File: src/rtl/cnn_tile_sched_pkg.sv
// Shared constants, layer descriptor type and small arithmetic helpers
// for the CNN tile scheduler and its address generator.
package cnn_tile_sched_pkg;

  localparam int BUFFER_WIDTH = 32;
  localparam int BUFFER_DEPTH = 8;
  localparam int KERNEL_SIZE  = 5;
  localparam int KERNEL_WIDTH = $clog2(KERNEL_SIZE) + 1;
  localparam int DIM_W        = 12;
  localparam int CH_W         = 10;
  localparam int ADDR_W       = 32;
  localparam int DEPTH_W      = $clog2(BUFFER_DEPTH);
  localparam int BWID_W       = $clog2(BUFFER_WIDTH);
  localparam int INW_W        = BWID_W + 1;
  localparam int PROD_W       = DIM_W + INW_W;

  typedef struct packed {
    logic [ADDR_W-1:0]       base;
    logic [DIM_W-1:0]        in_w;
    logic [DIM_W-1:0]        in_h;
    logic [CH_W-1:0]         ch;
    logic [KERNEL_WIDTH-1:0] k_w;
    logic [KERNEL_WIDTH-1:0] k_h;
  } layer_cfg_t;

  function automatic logic [DIM_W-1:0] kext(input logic [KERNEL_WIDTH-1:0] k);
    return {{(DIM_W-KERNEL_WIDTH){1'b0}}, k};
  endfunction

  function automatic logic cfg_invalid(input layer_cfg_t c);
    return (c.k_w == '0) || (c.k_h == '0) ||
           (c.k_w > KERNEL_WIDTH'(KERNEL_SIZE)) ||
           (c.k_h > KERNEL_WIDTH'(KERNEL_SIZE)) ||
           (c.in_w == '0) || (c.in_w > DIM_W'(BUFFER_WIDTH)) ||
           (c.in_w < kext(c.k_w)) || (c.in_h < kext(c.k_h)) ||
           (c.ch == '0);
  endfunction

  // Row length never exceeds BUFFER_WIDTH once validated, so a narrow operand suffices.
  function automatic logic [PROD_W-1:0] mul_inw(input logic [DIM_W-1:0] a,
                                                input logic [INW_W-1:0] b);
    return {{INW_W{1'b0}}, a} * {{DIM_W{1'b0}}, b};
  endfunction

  function automatic logic [ADDR_W-1:0] words_to_bytes(input logic [PROD_W-1:0] w);
    return {{(ADDR_W-PROD_W-2){1'b0}}, w, 2'b00};
  endfunction

endpackage

File: src/rtl/cnn_tile_addr_gen.sv
// Band/channel walker: holds band start, channel index, row count and the
// byte address of the current tile, stepped by init/next_ch/next_band.
module cnn_tile_addr_gen
  import cnn_tile_sched_pkg::*;
(
  input  logic                    clk,
  input  logic                    rst,
  input  logic                    i_init,
  input  logic                    i_next_ch,
  input  logic                    i_next_band,
  input  logic [ADDR_W-1:0]       i_base,
  input  logic [DIM_W-1:0]        i_in_h,
  input  logic [INW_W-1:0]        i_in_w,
  input  logic [CH_W-1:0]         i_ch,
  input  logic [KERNEL_WIDTH-1:0] i_k_h,
  output logic [ADDR_W-1:0]       o_tile_base,
  output logic [DEPTH_W-1:0]      o_depth,
  output logic                    o_last_ch,
  output logic                    o_last_band
);

  logic [DIM_W-1:0]   r_band_start, r_step_rows;
  logic [DIM_W-1:0]   w_step_rows, w_bs_next, w_rem;
  logic [CH_W-1:0]    r_ch_idx;
  logic [ADDR_W-1:0]  r_band_base, r_tile_base, r_plane_bytes, r_step_bytes;
  logic [DEPTH_W-1:0] r_depth;
  logic               r_last_band, w_last;

  // Bands only advance from a full band, so the row step is fixed per layer.
  assign w_step_rows = DIM_W'(BUFFER_DEPTH + 1) - kext(i_k_h);
  assign w_bs_next   = i_init ? '0 : r_band_start + r_step_rows;
  assign w_rem       = i_in_h - w_bs_next;
  assign w_last      = (w_rem <= DIM_W'(BUFFER_DEPTH));

  // NOTE: sequential state uses non-blocking assignments so every register samples pre-edge values.
  always_ff @(posedge clk) begin
    if (rst) begin
      r_band_start  <= '0;
      r_step_rows   <= '0;
      r_ch_idx      <= '0;
      r_band_base   <= '0;
      r_tile_base   <= '0;
      r_plane_bytes <= '0;
      r_step_bytes  <= '0;
      r_depth       <= '0;
      r_last_band   <= 1'b0;
    end else if (i_init) begin
      r_plane_bytes <= words_to_bytes(mul_inw(i_in_h, i_in_w));
      r_step_bytes  <= words_to_bytes(mul_inw(w_step_rows, i_in_w));
      r_step_rows   <= w_step_rows;
      r_band_start  <= w_bs_next;
      r_ch_idx      <= '0;
      r_band_base   <= i_base;
      r_tile_base   <= i_base;
      r_depth       <= w_last ? (w_rem[DEPTH_W-1:0] - DEPTH_W'(1)) : DEPTH_W'(BUFFER_DEPTH - 1);
      r_last_band   <= w_last;
    end else if (i_next_band) begin
      r_band_start  <= w_bs_next;
      r_ch_idx      <= '0;
      r_band_base   <= r_band_base + r_step_bytes;
      r_tile_base   <= r_band_base + r_step_bytes;
      r_depth       <= w_last ? (w_rem[DEPTH_W-1:0] - DEPTH_W'(1)) : DEPTH_W'(BUFFER_DEPTH - 1);
      r_last_band   <= w_last;
    end else if (i_next_ch) begin
      r_ch_idx      <= r_ch_idx + CH_W'(1);
      r_tile_base   <= r_tile_base + r_plane_bytes;
    end
  end

  assign o_tile_base = r_tile_base;
  assign o_depth     = r_depth;
  assign o_last_ch   = (r_ch_idx == i_ch - CH_W'(1));
  assign o_last_band = r_last_band;

endmodule

File: src/rtl/cnn_tile_sched.sv
// Layer sequencer for CNNBuffer: validates a descriptor, then walks
// (band, channel) tiles issuing req / req_final around each buffer pass.
module cnn_tile_sched
  import cnn_tile_sched_pkg::*;
(
  input  logic                    clk,
  input  logic                    rst,
  input  logic                    cfg_valid,
  output logic                    cfg_ready,
  input  logic [DIM_W-1:0]        cfg_in_w,
  input  logic [DIM_W-1:0]        cfg_in_h,
  input  logic [CH_W-1:0]         cfg_ch,
  input  logic [KERNEL_WIDTH-1:0] cfg_k_w,
  input  logic [KERNEL_WIDTH-1:0] cfg_k_h,
  input  logic [ADDR_W-1:0]       cfg_base,
  output logic                    buf_req,
  output logic                    buf_req_final,
  output logic [KERNEL_WIDTH-1:0] buf_kernel_w,
  output logic [KERNEL_WIDTH-1:0] buf_kernel_h,
  output logic [DEPTH_W-1:0]      buf_depth,
  output logic [BWID_W-1:0]       buf_width,
  output logic [ADDR_W-1:0]       tile_base,
  input  logic                    buf_window_finish,
  input  logic                    pe_drain_done,
  output logic                    busy,
  output logic                    done,
  output logic                    cfg_err
);

  localparam logic [2:0] S_IDLE   = 3'd0;
  localparam logic [2:0] S_CHECK  = 3'd1;
  localparam logic [2:0] S_LAUNCH = 3'd2;
  localparam logic [2:0] S_RUN    = 3'd3;
  localparam logic [2:0] S_DRAIN  = 3'd4;
  localparam logic [2:0] S_FINAL  = 3'd5;
  localparam logic [2:0] S_NEXT   = 3'd6;
  localparam logic [2:0] S_DONE   = 3'd7;

  logic [2:0]        r_state, w_state_next;
  layer_cfg_t        r_cfg;
  logic [BWID_W-1:0] r_buf_width;
  logic              w_accept, w_reject, w_last_ch, w_last_band;
  logic              w_init, w_next_ch, w_next_band;

  assign w_accept    = cfg_valid && (r_state == S_IDLE);
  assign w_reject    = cfg_invalid(r_cfg);
  assign w_init      = (r_state == S_CHECK);
  assign w_next_ch   = (r_state == S_NEXT) && !w_last_ch;
  assign w_next_band = (r_state == S_NEXT) && w_last_ch && !w_last_band;

  // NOTE: the default assignment up front keeps this block free of inferred latches.
  always_comb begin
    w_state_next = r_state;
    case (r_state)
      S_IDLE:   if (w_accept) w_state_next = S_CHECK;
      S_CHECK:  w_state_next = w_reject ? S_IDLE : S_LAUNCH;
      S_LAUNCH: w_state_next = S_RUN;
      S_RUN:    if (buf_window_finish) w_state_next = S_DRAIN;
      S_DRAIN:  if (pe_drain_done) w_state_next = S_FINAL;
      S_FINAL:  w_state_next = S_NEXT;
      S_NEXT:   w_state_next = (w_last_ch && w_last_band) ? S_DONE : S_LAUNCH;
      S_DONE:   w_state_next = S_IDLE;
      default:  w_state_next = S_IDLE;
    endcase
  end

  always_ff @(posedge clk) begin
    if (rst) begin
      r_state     <= S_IDLE;
      r_cfg       <= '0;
      r_buf_width <= '0;
    end else begin
      r_state <= w_state_next;
      if (w_accept) begin
        r_cfg       <= '{base: cfg_base, in_w: cfg_in_w, in_h: cfg_in_h,
                         ch: cfg_ch, k_w: cfg_k_w, k_h: cfg_k_h};
        r_buf_width <= cfg_in_w[BWID_W-1:0] - BWID_W'(1);
      end
    end
  end

  cnn_tile_addr_gen u_addr_gen (
    .clk         (clk),
    .rst         (rst),
    .i_init      (w_init),
    .i_next_ch   (w_next_ch),
    .i_next_band (w_next_band),
    .i_base      (r_cfg.base),
    .i_in_h      (r_cfg.in_h),
    .i_in_w      (r_cfg.in_w[INW_W-1:0]),
    .i_ch        (r_cfg.ch),
    .i_k_h       (r_cfg.k_h),
    .o_tile_base (tile_base),
    .o_depth     (buf_depth),
    .o_last_ch   (w_last_ch),
    .o_last_band (w_last_band)
  );

  assign cfg_ready     = (r_state == S_IDLE);
  assign busy          = (r_state != S_IDLE);
  assign buf_req       = (r_state == S_LAUNCH);
  assign buf_req_final = (r_state == S_FINAL);
  assign done          = (r_state == S_DONE);
  assign cfg_err       = (r_state == S_CHECK) && w_reject;
  assign buf_kernel_w  = r_cfg.k_w;
  assign buf_kernel_h  = r_cfg.k_h;
  assign buf_width     = r_buf_width;

endmodule

File: config.mk
export PLATFORM = sky130hd
export DESIGN_NAME = cnn_tile_sched
export DESIGN_NICKNAME = d
export VERILOG_FILES = /design/src/rtl/cnn_tile_sched_pkg.sv /design/src/rtl/cnn_tile_addr_gen.sv /design/src/rtl/cnn_tile_sched.sv
export SDC_FILE = /design/constraint.sdc
export NUM_CORES = 1
export LEC_CHECK = 0
export CORE_AREA = 2 2 171 173
export CTS_BUF_LIST = sky130_fd_sc_hd__clkbuf_2
export DETAILED_ROUTE_END_ITERATION = 16
export DIE_AREA = 0 0 173 175
export PLACE_DENSITY_LB_ADDON = 0.25
export SLEW_MARGIN = 40
export SYNTH_ARGS = -nofsm -noshare
export SYNTH_HDL_FRONTEND = slang
export SYNTH_HIERARCHICAL = 1
export SYNTH_SLANG_ARGS = --single-unit
File: constraint.sdc
create_clock -name clk -period 5.4 [get_ports clk]
set_clock_uncertainty 0.05 [all_clocks]
set_input_delay 0.54 -clock clk [delete_from_list [all_inputs] [get_ports clk]]
set_output_delay 0.54 -clock clk [all_outputs]
set_load 0.02 [all_outputs]
# Word level (Yosys, flattened, before mapping)
# Index checks and enable logic that the tools add are counted.
# word_totals
ff_bits	220
in_bits	79
output_inout_bits	54
wordCells	90
# classes
add_sub_neg	9
n_mul	2
n_lt_le_gt_ge	6
eq_ne	11
muxes	19
n_reduce_logical	26
# op_table
operator	n
two-way mux 32 bit	5
adder 32 x 20 -> 32 bit	2
multiplier 12 x 6 -> 18 bit	2
two-way mux 12 bit	3
< comparator 12 x 4 -> 1 bit	2
one-hot mux 3 bit (8 select lines)	1
two-way mux 3 bit	7
adder 12 bit	1
== test 3 bit, second input constant	4
greater-than comparator 12 x 6 -> 1 bit, second input constant	1
less-or-equal comparator 12 x 4 -> 1 bit, second input constant	1
logical NOT 12 bit	1
subtractor 12 bit	1
adder 10 x 1 -> 10 bit, second input constant	1
== test 10 bit	1
logical NOT 10 bit	1
subtractor 10 x 1 -> 10 bit, second input constant	1
greater-than comparator 4 x 3 -> 1 bit, second input constant	2
logical NOT 4 bit	2
logical OR 1 bit	8
== test 3 x 2 -> 1 bit, second input constant	2
logical AND 1 bit	6
nonzero test 3 bit	2
subtractor 4 x 4 -> 5 bit, first input constant	1
12 further kinds	15

# Longest topological paths before layout
# Gate-level depths: netlist (run 1).
# depth
depth_word	11
ltp_mapped	21
depth_no_buf	20

# Cells and area by module
# The synthesis (run 1) kept the hierarchy.
# by_module_without_submodules
module	instances	cells_per_inst	area_per_inst_um2	seq_area_each_um2
cnn_tile_addr_gen	1	1468	12117.9	2622.5
cnn_tile_sched	1	431	3316.9	1641.6

# Worst setup path after synthesis (run 1)
# No wires, ideal clock.
# synth_timing
kind	register to register
start	register r_cfg (netlist bit buf_kernel_h[1])
end	register u_addr_gen.r_step_bytes[19]
arrival_time_ns	4.761
t_required_ns	5.264
path_slack_ns	0.504
path_stages_with_launch	21
cell_sequence	dfxtp_1 > clkbuf_1 > inv_1 > ha_1 > xor2_1 > and2_1 > fa_1 > inv_1 > fa_1 > fa_1 > inv_1 > ha_1 > a21o_1 > a21o_1 > a2111oi_0 > nor3_1 > nor2_1 > a211o_1 > o21ai_1 > xnor2_1 > a211oi_1
# synth_between
elab_chain_len	2
# synth_lines
element	line	rtl
start: declaration	cnn_tile_sched.sv:40	layer_cfg_t r_cfg;
start signal: assignment	cnn_tile_sched.sv:75	r_cfg <= '{base: cfg_base, in_w: cfg_in_w, in_h: cfg_in_h,
subtractor 4 x 4 -> 5 bit	cnn_tile_addr_gen.sv:30	assign w_step_rows = DIM_W'(BUFFER_DEPTH + 1) - kext(i_k_h);
multiplier 12 x 6 -> 18 bit	cnn_tile_sched_pkg.sv:42	return {{INW_W{1'b0}}, a} * {{DIM_W{1'b0}}, b};
end signal: assignment	cnn_tile_addr_gen.sv:49	r_step_bytes <= words_to_bytes(mul_inw(w_step_rows, i_in_w));
end: declaration	cnn_tile_addr_gen.sv:25	logic [ADDR_W-1:0] r_band_base, r_tile_base, r_plane_bytes, r_step_bytes;
# No other way between the ends.
# A chain may end at the register's enable or synchronous reset.

# Worst setup path after layout (run 1)
# layout_timing
start	register r_cfg (netlist bit buf_kernel_h[3])
end	register u_addr_gen.r_step_bytes[18]
# Same word-level chain as after synthesis.

==> flow_summary.toml, run 1 <==
[finish]
final_cell_count_no_fill = 2453
drive_gt1_frac = 0.0662
postLayoutCellArea_sq_um = 17600
fin_nets = 2303
fin_util = 0.619
syn2layout_area_growth_pct = 13.9

[worst_setup_path]
cp-start-kind = "flop"
ff2ff_path_depth = 17
crit_type = "flop to flop"
crit_path_max_fanout = 7
r2r_slack_ns = 0.35
end_kind = "flop"
r2r_end = "u_addr_gen/r_step_bytes[18]$_SDFFE_PP0P_"
required_ns = 6.06
cp.arrival_ns = 5.70
r2r_start = "buf_kernel_h[3]$_SDFFE_PP0P_"

[detailed_routing]
drc = 0
routed_wirelength_microns = 41800
routedWlPerCell_microns = 17.1
dr.pass1.iters = 5
drt_iter0_drc = 1089
postRouteAntennaNets = 0
vias = 14000
viasPerCell = 5.72

[min_path]
hold_depth = 3
hold-path-endpoint = "r_cfg[69]$_SDFFE_PP0P_"
hp-class = "primary input to flop"
hp-start = "cfg_base[27]"

[synthesis]
avgSynthCellArea_sq_um = 8.13
syn_inst = 1899
synth-simple-area-share = 0.196
ys_seq_area_frac = 0.276
ys_types = 80
syn-cell-area_sq_um = 15400
yosysMostFrequentCell = "nand2_1"
synth_xor_area_frac = 0.0633
synth_top_area_frac = 0.276
synth-edff-count = 0
synth-adder-area-share = 0.197
synth_commonest_cells = "nand2_1 (306), dfxtp_1 (213), a21oi_1 (172), nor2_1 (157), inv_1 (131)"
syn_nets = 2176
dominantRegCellSynth = "dfxtp_1"
async_reset_ff_frac = 0
synth_top_family_by_area = "adder cells"
yosysTopAreaCell = "dfxtp_1"
yosysWarnings = 6
synth_seq_cells = 213
synth_compound_area_frac = 0.177
muxShareOfSynthArea = 0.0305
synthTopCellsByArea = "dfxtp_1 (28%), ha_1 (9.9%), fa_1 (9.9%), nand2_1 (7.4%), a21oi_1 (5.6%)"

[pwr]
seq_power_share = 0.469
p_per_area_nw_per_um2 = 210
sw_frac_of_total = 0.346
p_switching_uw = 1280
power.share.clock = 0.309
ir_worst_vdd_mv = 0.246
leakagePower_uw = 0.00773
combPwrFrac = 0.222
intPower_uw = 2420

[global_route]
met2_usage = 0.454
gr-total-overflow = 0
grt_max_degree = 75
antenna_found_initial = 1
use_met3 = 0.0444
busiest_layer = "met2"
grt_pass1_wl_microns = 68700
grt_pass1_vias = 13800
gr-usage-met1 = 0.370
track_usage = 0.275

[flow_run]
maxCapViolCount = 0

[place]
placed_area_sq_um = 17000
gp_congestion = 0.895
dp_cells = 2351
place_hpwl_microns = 30700
portBuffers = 132

[sta]
layout_min_cycle_time_ns = 5.05
period_share = 0.935
max_slew_margin = 0.439
fmax_ghz = 0.198
maxSlewViolCount = 0
hold_ws_ns = 0.103
setup_tns_ns = 0
hold_viol = 0
tightest_slew_ns = 0.841
finalSetupViolCount = 0

[clock_tree]
cts_tree = "yes"
insertion_delay_ns = 0.92
post_cts_buffers = 0
cts_buffers = 56
cts-root-buf = "clkbuf_2"
cts.clk_slew.worst_paths_ns = 0.11
ctsHtreeMaxLevel = 2
clock-sinks = 213
cts_buffer_depth = 3

[floorplan]
ios = 133
initial_core_util = 0.544
die_height_microns = 175
die_w_microns = 173
fp-row-count = 62
core_area_sq_um = 28400
design.die.area_sq_um = 30300

[status]
status = "completed"
## state kept, by name, summed over array words and instances (netlist names)
register	cells
r_cfg	66
u_addr_gen/o_tile_base	32
u_addr_gen/r_band_base	32
u_addr_gen/r_plane_bytes	18
u_addr_gen/r_step_bytes	18
u_addr_gen/r_band_start	12
u_addr_gen/r_ch_idx	10
buf_width	5
u_addr_gen/r_step_rows	5
buf_kernel_h	4
buf_kernel_w	4
r_state	3
u_addr_gen/o_depth	3
u_addr_gen/o_last_band	1
## metal layers
| layer | vias up | part of all wire |
|---|---|---|
| met1 | 6716 | 0.45 |
| met2 | 453 | 0.46 |
| met5 | - | 0 |
| met3 | 72 | 0.059 |
| li1 | 6789 | - |
| met4 | 0 | 0.023 |
## worst max-delay path by stage
stage,from,endpoint,slack (ns)
floorplan,buf_kernel_h[1]$_SDFFE_PP0P_,u_addr_gen/r_step_bytes[19]$_SDFFE_PP0P_,0.50
global placement,buf_kernel_h[2]$_SDFFE_PP0P_,u_addr_gen/r_step_bytes[19]$_SDFFE_PP0P_,0.38
detailed placement,buf_kernel_h[2]$_SDFFE_PP0P_,u_addr_gen/r_step_bytes[18]$_SDFFE_PP0P_,0.27
CTS,buf_kernel_h[2]$_SDFFE_PP0P_,u_addr_gen/r_step_bytes[19]$_SDFFE_PP0P_,0.17
global route,buf_kernel_h[3]$_SDFFE_PP0P_,u_addr_gen/r_step_bytes[18]$_SDFFE_PP0P_,-0.01
finish,buf_kernel_h[3]$_SDFFE_PP0P_,u_addr_gen/r_step_bytes[18]$_SDFFE_PP0P_,0.35
## cells by family (layout without fill, tap and decap cells)
group / count (synthesis) / in the layout
other: 0 / 1
muxes: 47 / 47
buffers and inverters: 222 / 391
adders and majority gates: 198 / 198
xor gates and xnor gates: 110 / 110
and+or+nand+nor: 675 / 675
DFF: 213 / 213
AOI/OAI and AO/OA: 434 / 434
## layout make-up
class / instances / area [sq um]
Fill cell: 2579 / 10800
Multi-Input combinational cell: 1464 / 10300
Sequential cell: 213 / 4270
Timing Repair Buffer: 159 / 1530
Inverter: 132 / 495
Tap cell: 384 / 480
Clock buffer: 72 / 360
Clock inverter: 28 / 156
Antenna cell: 1 / 2.50
## critical path: stages (launching register included)
cell     delay, ns
dfxtp_1       0.50
o21a_1        0.32
and2_1        0.26
inv_1         0.08
fa_1          0.67
inv_1         0.14
fa_1          0.54
inv_1         0.05
fa_1          0.53
inv_1         0.04
ha_1          0.36
o31ai_1       0.34
o31ai_1       0.18
o41ai_2       0.34
o21ai_1       0.14
xor2_1        0.15
mux2i_1       0.13
nor2_1        0.05
## through the flow
step / total power [uW] / worst slack (ns)
floorplan: 2290 / 0.504
global placement: 2560 / 0.384
detailed placement: 2580 / 0.272
CTS: 3720 / 0.170
global route: 3930 / -0.0131
finish: 3700 / 0.351
## cell usage in the layout (no fill, tap or decap), types with 5 or more instances in the layout
cell type	count
nand2_1	305
a21o_1	27
or3_1	11
and2_1	42
nand3_1	29
a21oi_1	172
nand4_1	15
o21ai_0	66
fa_1	76
nand2b_1	12
a22oi_1	8
o211ai_1	8
xor2_1	38
a221oi_1	5
buf_4	26
nor2b_1	12
or4_1	5
o31a_1	6
a211oi_1	21
ha_1	122
xnor2_1	70
a31oi_1	26
o21ai_1	12
clkbuf_2	72
nor2_1	157
inv_1	131
and3_1	19
nor3_1	33
clkdlybuf4s50_1	131
mux2i_1	47
o21a_1	11
o21bai_1	5
dfxtp_1	212
clkinv_1	20
nor4_1	7
o31ai_1	8
## power groups by stage
stage | Clock [uW] | Combinational (uW) | Sequential (uW)
6_report | 1140 | 821 | 1740
5_1_grt | 1270 | 909 | 1750
4_1_cts | 1170 | 816 | 1730
3_5_place_dp | 0 | 809 | 1770
3_3_place_gp | 0 | 792 | 1770
2_1_floorplan | 0 | 533 | 1760
## what timing repair did
action,CTS,global route
endpoints found under the setup margin,0,6
hold buffers,1,0
endpoints found under the hold margin,9,0
gates resized for setup,0,5
Note: power is estimated with default switching activity, not from simulation.
==> run 2: changes to the inputs <==
--- a/config.mk
+++ b/config.mk
@@ -5,10 +5,10 @@
 export SDC_FILE = /design/constraint.sdc
 export NUM_CORES = 1
 export LEC_CHECK = 0
-export CORE_AREA = 2 2 171 173
-export CTS_BUF_LIST = sky130_fd_sc_hd__clkbuf_2
+export CORE_AREA = 3 3 172 174
+export CTS_BUF_LIST = sky130_fd_sc_hd__clkbuf_8 sky130_fd_sc_hd__clkbuf_16
 export DETAILED_ROUTE_END_ITERATION = 16
-export DIE_AREA = 0 0 173 175
+export DIE_AREA = 0 0 175 177
 export PLACE_DENSITY_LB_ADDON = 0.25
 export SLEW_MARGIN = 40
 export SYNTH_ARGS = -nofsm -noshare
==> flow_summary.toml, run 2 (same netlist as run 1, synthesis figures left out) <==
[status]
status = "completed"

[clock_tree]
cts-root-buf = "clkbuf_16"
insertion_delay_ns = 0.54
post_cts_buffers = 0
cts_buffers = 25
cts_buffer_depth = 3
hold_buffers = 0
cts_tree = "yes"
cts.clk_slew.worst_paths_ns = 0.06
clock-sinks = 213
ctsHtreeMaxLevel = 1

[place]
portBuffers = 132
place_hpwl_microns = 30700
pre_cts_ws_ns = 0.169
gp_congestion = 0.909

[worst_setup_path]
cp-start-kind = "flop"
crit_chain = "inv_1 -> ha_1 -> xor2_2 -> and2_1 -> fa_1 -> inv_1 -> fa_1 -> fa_1 -> inv_1 -> ha_1 -> a21o_1 -> a21o_1 -> a2111oi_1 -> nor3_1 -> nor2_1 -> a211o_1 -> o21ai_1 -> xnor2_1 -> a211oi_1"
cp.depth = 19
ff2ff_path_depth = 19
cp_slowest_cell = "a2111oi_1"
cp-endpoint = "u_addr_gen/r_step_bytes[19]$_SDFFE_PP0P_"
r2r_slack_ns = 0.26
critPathMaxStageDelay_ns = 0.55
crit_start = "buf_kernel_h[1]$_SDFFE_PP0P_"
r2r_end = "u_addr_gen/r_step_bytes[19]$_SDFFE_PP0P_"
cp.arrival_ns = 5.53
r2r_start = "buf_kernel_h[1]$_SDFFE_PP0P_"
end_kind = "flop"
crit_buf_inv = 3
required_ns = 5.79
cpLargestDelayFamily = "adder cells"
crit_type = "flop to flop"
crit_path_max_fanout = 7

[sta]
setup_tns_ns = 0
layout_min_cycle_time_ns = 5.14
timing.final.ws_setup_ns = 0.256
finalSetupViolCount = 0
period_share = 0.953
hold_viol = 0
fmax_ghz = 0.194
max_slew_margin = 0.451
rsz0062_at_grt = "false"
maxSlewViolCount = 0
tightest_slew_ns = 0.816

[pwr]
p_switching_uw = 1250
intPower_uw = 3050
seq_power_share = 0.405
sw_frac_of_total = 0.291
ir_worst_vdd_mv = 0.206
leakagePower_uw = 0.00780
power.share.clock = 0.403
p_per_area_nw_per_um2 = 240
combPwrFrac = 0.192

[finish]
fin_nets = 2269
nFillCells = 2448
syn2layout_area_growth_pct = 16.0
top_register = "r_cfg"
drive_gt1_frac = 0.0472
final_common_cell = "nand2_1"
n_antenna_cell = 0
final_cell_mix = "nand2_1 (305), dfxtp_1 (212), a21oi_1 (172)"
largest_reg_flops = 66

[floorplan]
die_w_microns = 175
fp-row-count = 61
initial_core_util = 0.553
ios = 133
core_area_sq_um = 27900
die_height_microns = 177
design.die.area_sq_um = 31000

[detailed_routing]
drc = 0
dr.pass1.iters = 7
postRouteAntennaNets = 0
routedWlPerCell_microns = 17.8
vias = 14000
routed_wirelength_microns = 42400
drt_iter0_drc = 1130
viasPerCell = 5.84

[min_path]
hp-class = "flop to flop"

[global_route]
grt_pass1_vias = 13600
grt_max_degree = 101
track_usage = 0.272
antenna_found_initial = 0
gr-total-overflow = 0
grt_pass1_wl_microns = 69600

[flow_run]
maxCapViolCount = 0
run 2: cell types whose count changed in the layout (fill, tap and decap cells not counted), sizes merged, moves of 2 or more:
cell,previous run,this run
inv,132,139
clkinv,25,4
clkbuf,72,33
clkinvlp,2,0
buf,27,25
run 2: worst min-delay path, cell delays in order (launching register included):
cell and delay, ns:
dfxtp_1 0.30, nand2_1 0.05, a21oi_1 0.05
run 2: worst min path at each step:
stage	start	end	slack, ns	cells past startpoint
floorplan	r_cfg[41]$_SDFFE_PP0P_	r_cfg[41]$_SDFFE_PP0P_	0.38	2
global placement	r_cfg[41]$_SDFFE_PP0P_	r_cfg[41]$_SDFFE_PP0P_	0.39	2
detailed placement	r_cfg[39]$_SDFFE_PP0P_	r_cfg[39]$_SDFFE_PP0P_	0.40	2
CTS	r_cfg[41]$_SDFFE_PP0P_	r_cfg[41]$_SDFFE_PP0P_	0.41	2
global route	r_cfg[66]$_SDFFE_PP0P_	r_cfg[66]$_SDFFE_PP0P_	0.43	2
finish	r_cfg[39]$_SDFFE_PP0P_	r_cfg[39]$_SDFFE_PP0P_	0.40	2
run 2: power groups by stage:
stage	combinational, uW	sequential, uW	clock [uW]
floorplan	533	1760	0
global placement	787	1770	0
detailed placement	805	1770	0
CTS	814	1740	1760
global route	908	1750	1840
finish	823	1740	1730
run 2: stage by stage:
stage	total power (uW)	cells	cell area, sq um	utilization	hold slack, ns
detailed placement	2580	2342	17000	0.608	0.400
finish	4300	2389	17900	0.641	0.404
global route	4500	2389	17900	0.641	0.425
global placement	2560	2342	17000	0.608	0.389
CTS	4310	2388	17900	0.639	0.407
floorplan	2290	1899	15400	-	0.381
run 2: cell type report:
type,count,area [sq um],area share
multi-input combinational,1464,10300,0.575
sequential,213,4270,0.238
timing repair buffer,156,1520,0.0846
clock buffer,33,736,0.0411
inverter,132,495,0.0277
tap,378,473,0.0264
clock inverter,13,123,0.00685
run 2: repair_timing:
action,in CTS,in global routing
resized for setup,0,5
setup endpoints to repair,0,6
endpoints found under the hold margin,0,0
run 2: routing by layer:
metal,share of wire,vias up,track usage
met5,0,-,0
met4,0.022,0,0.0672
met3,0.064,67,0.0363
met2,0.47,476,0.455
met1,0.45,6710,0.374
li1,-,6697,-
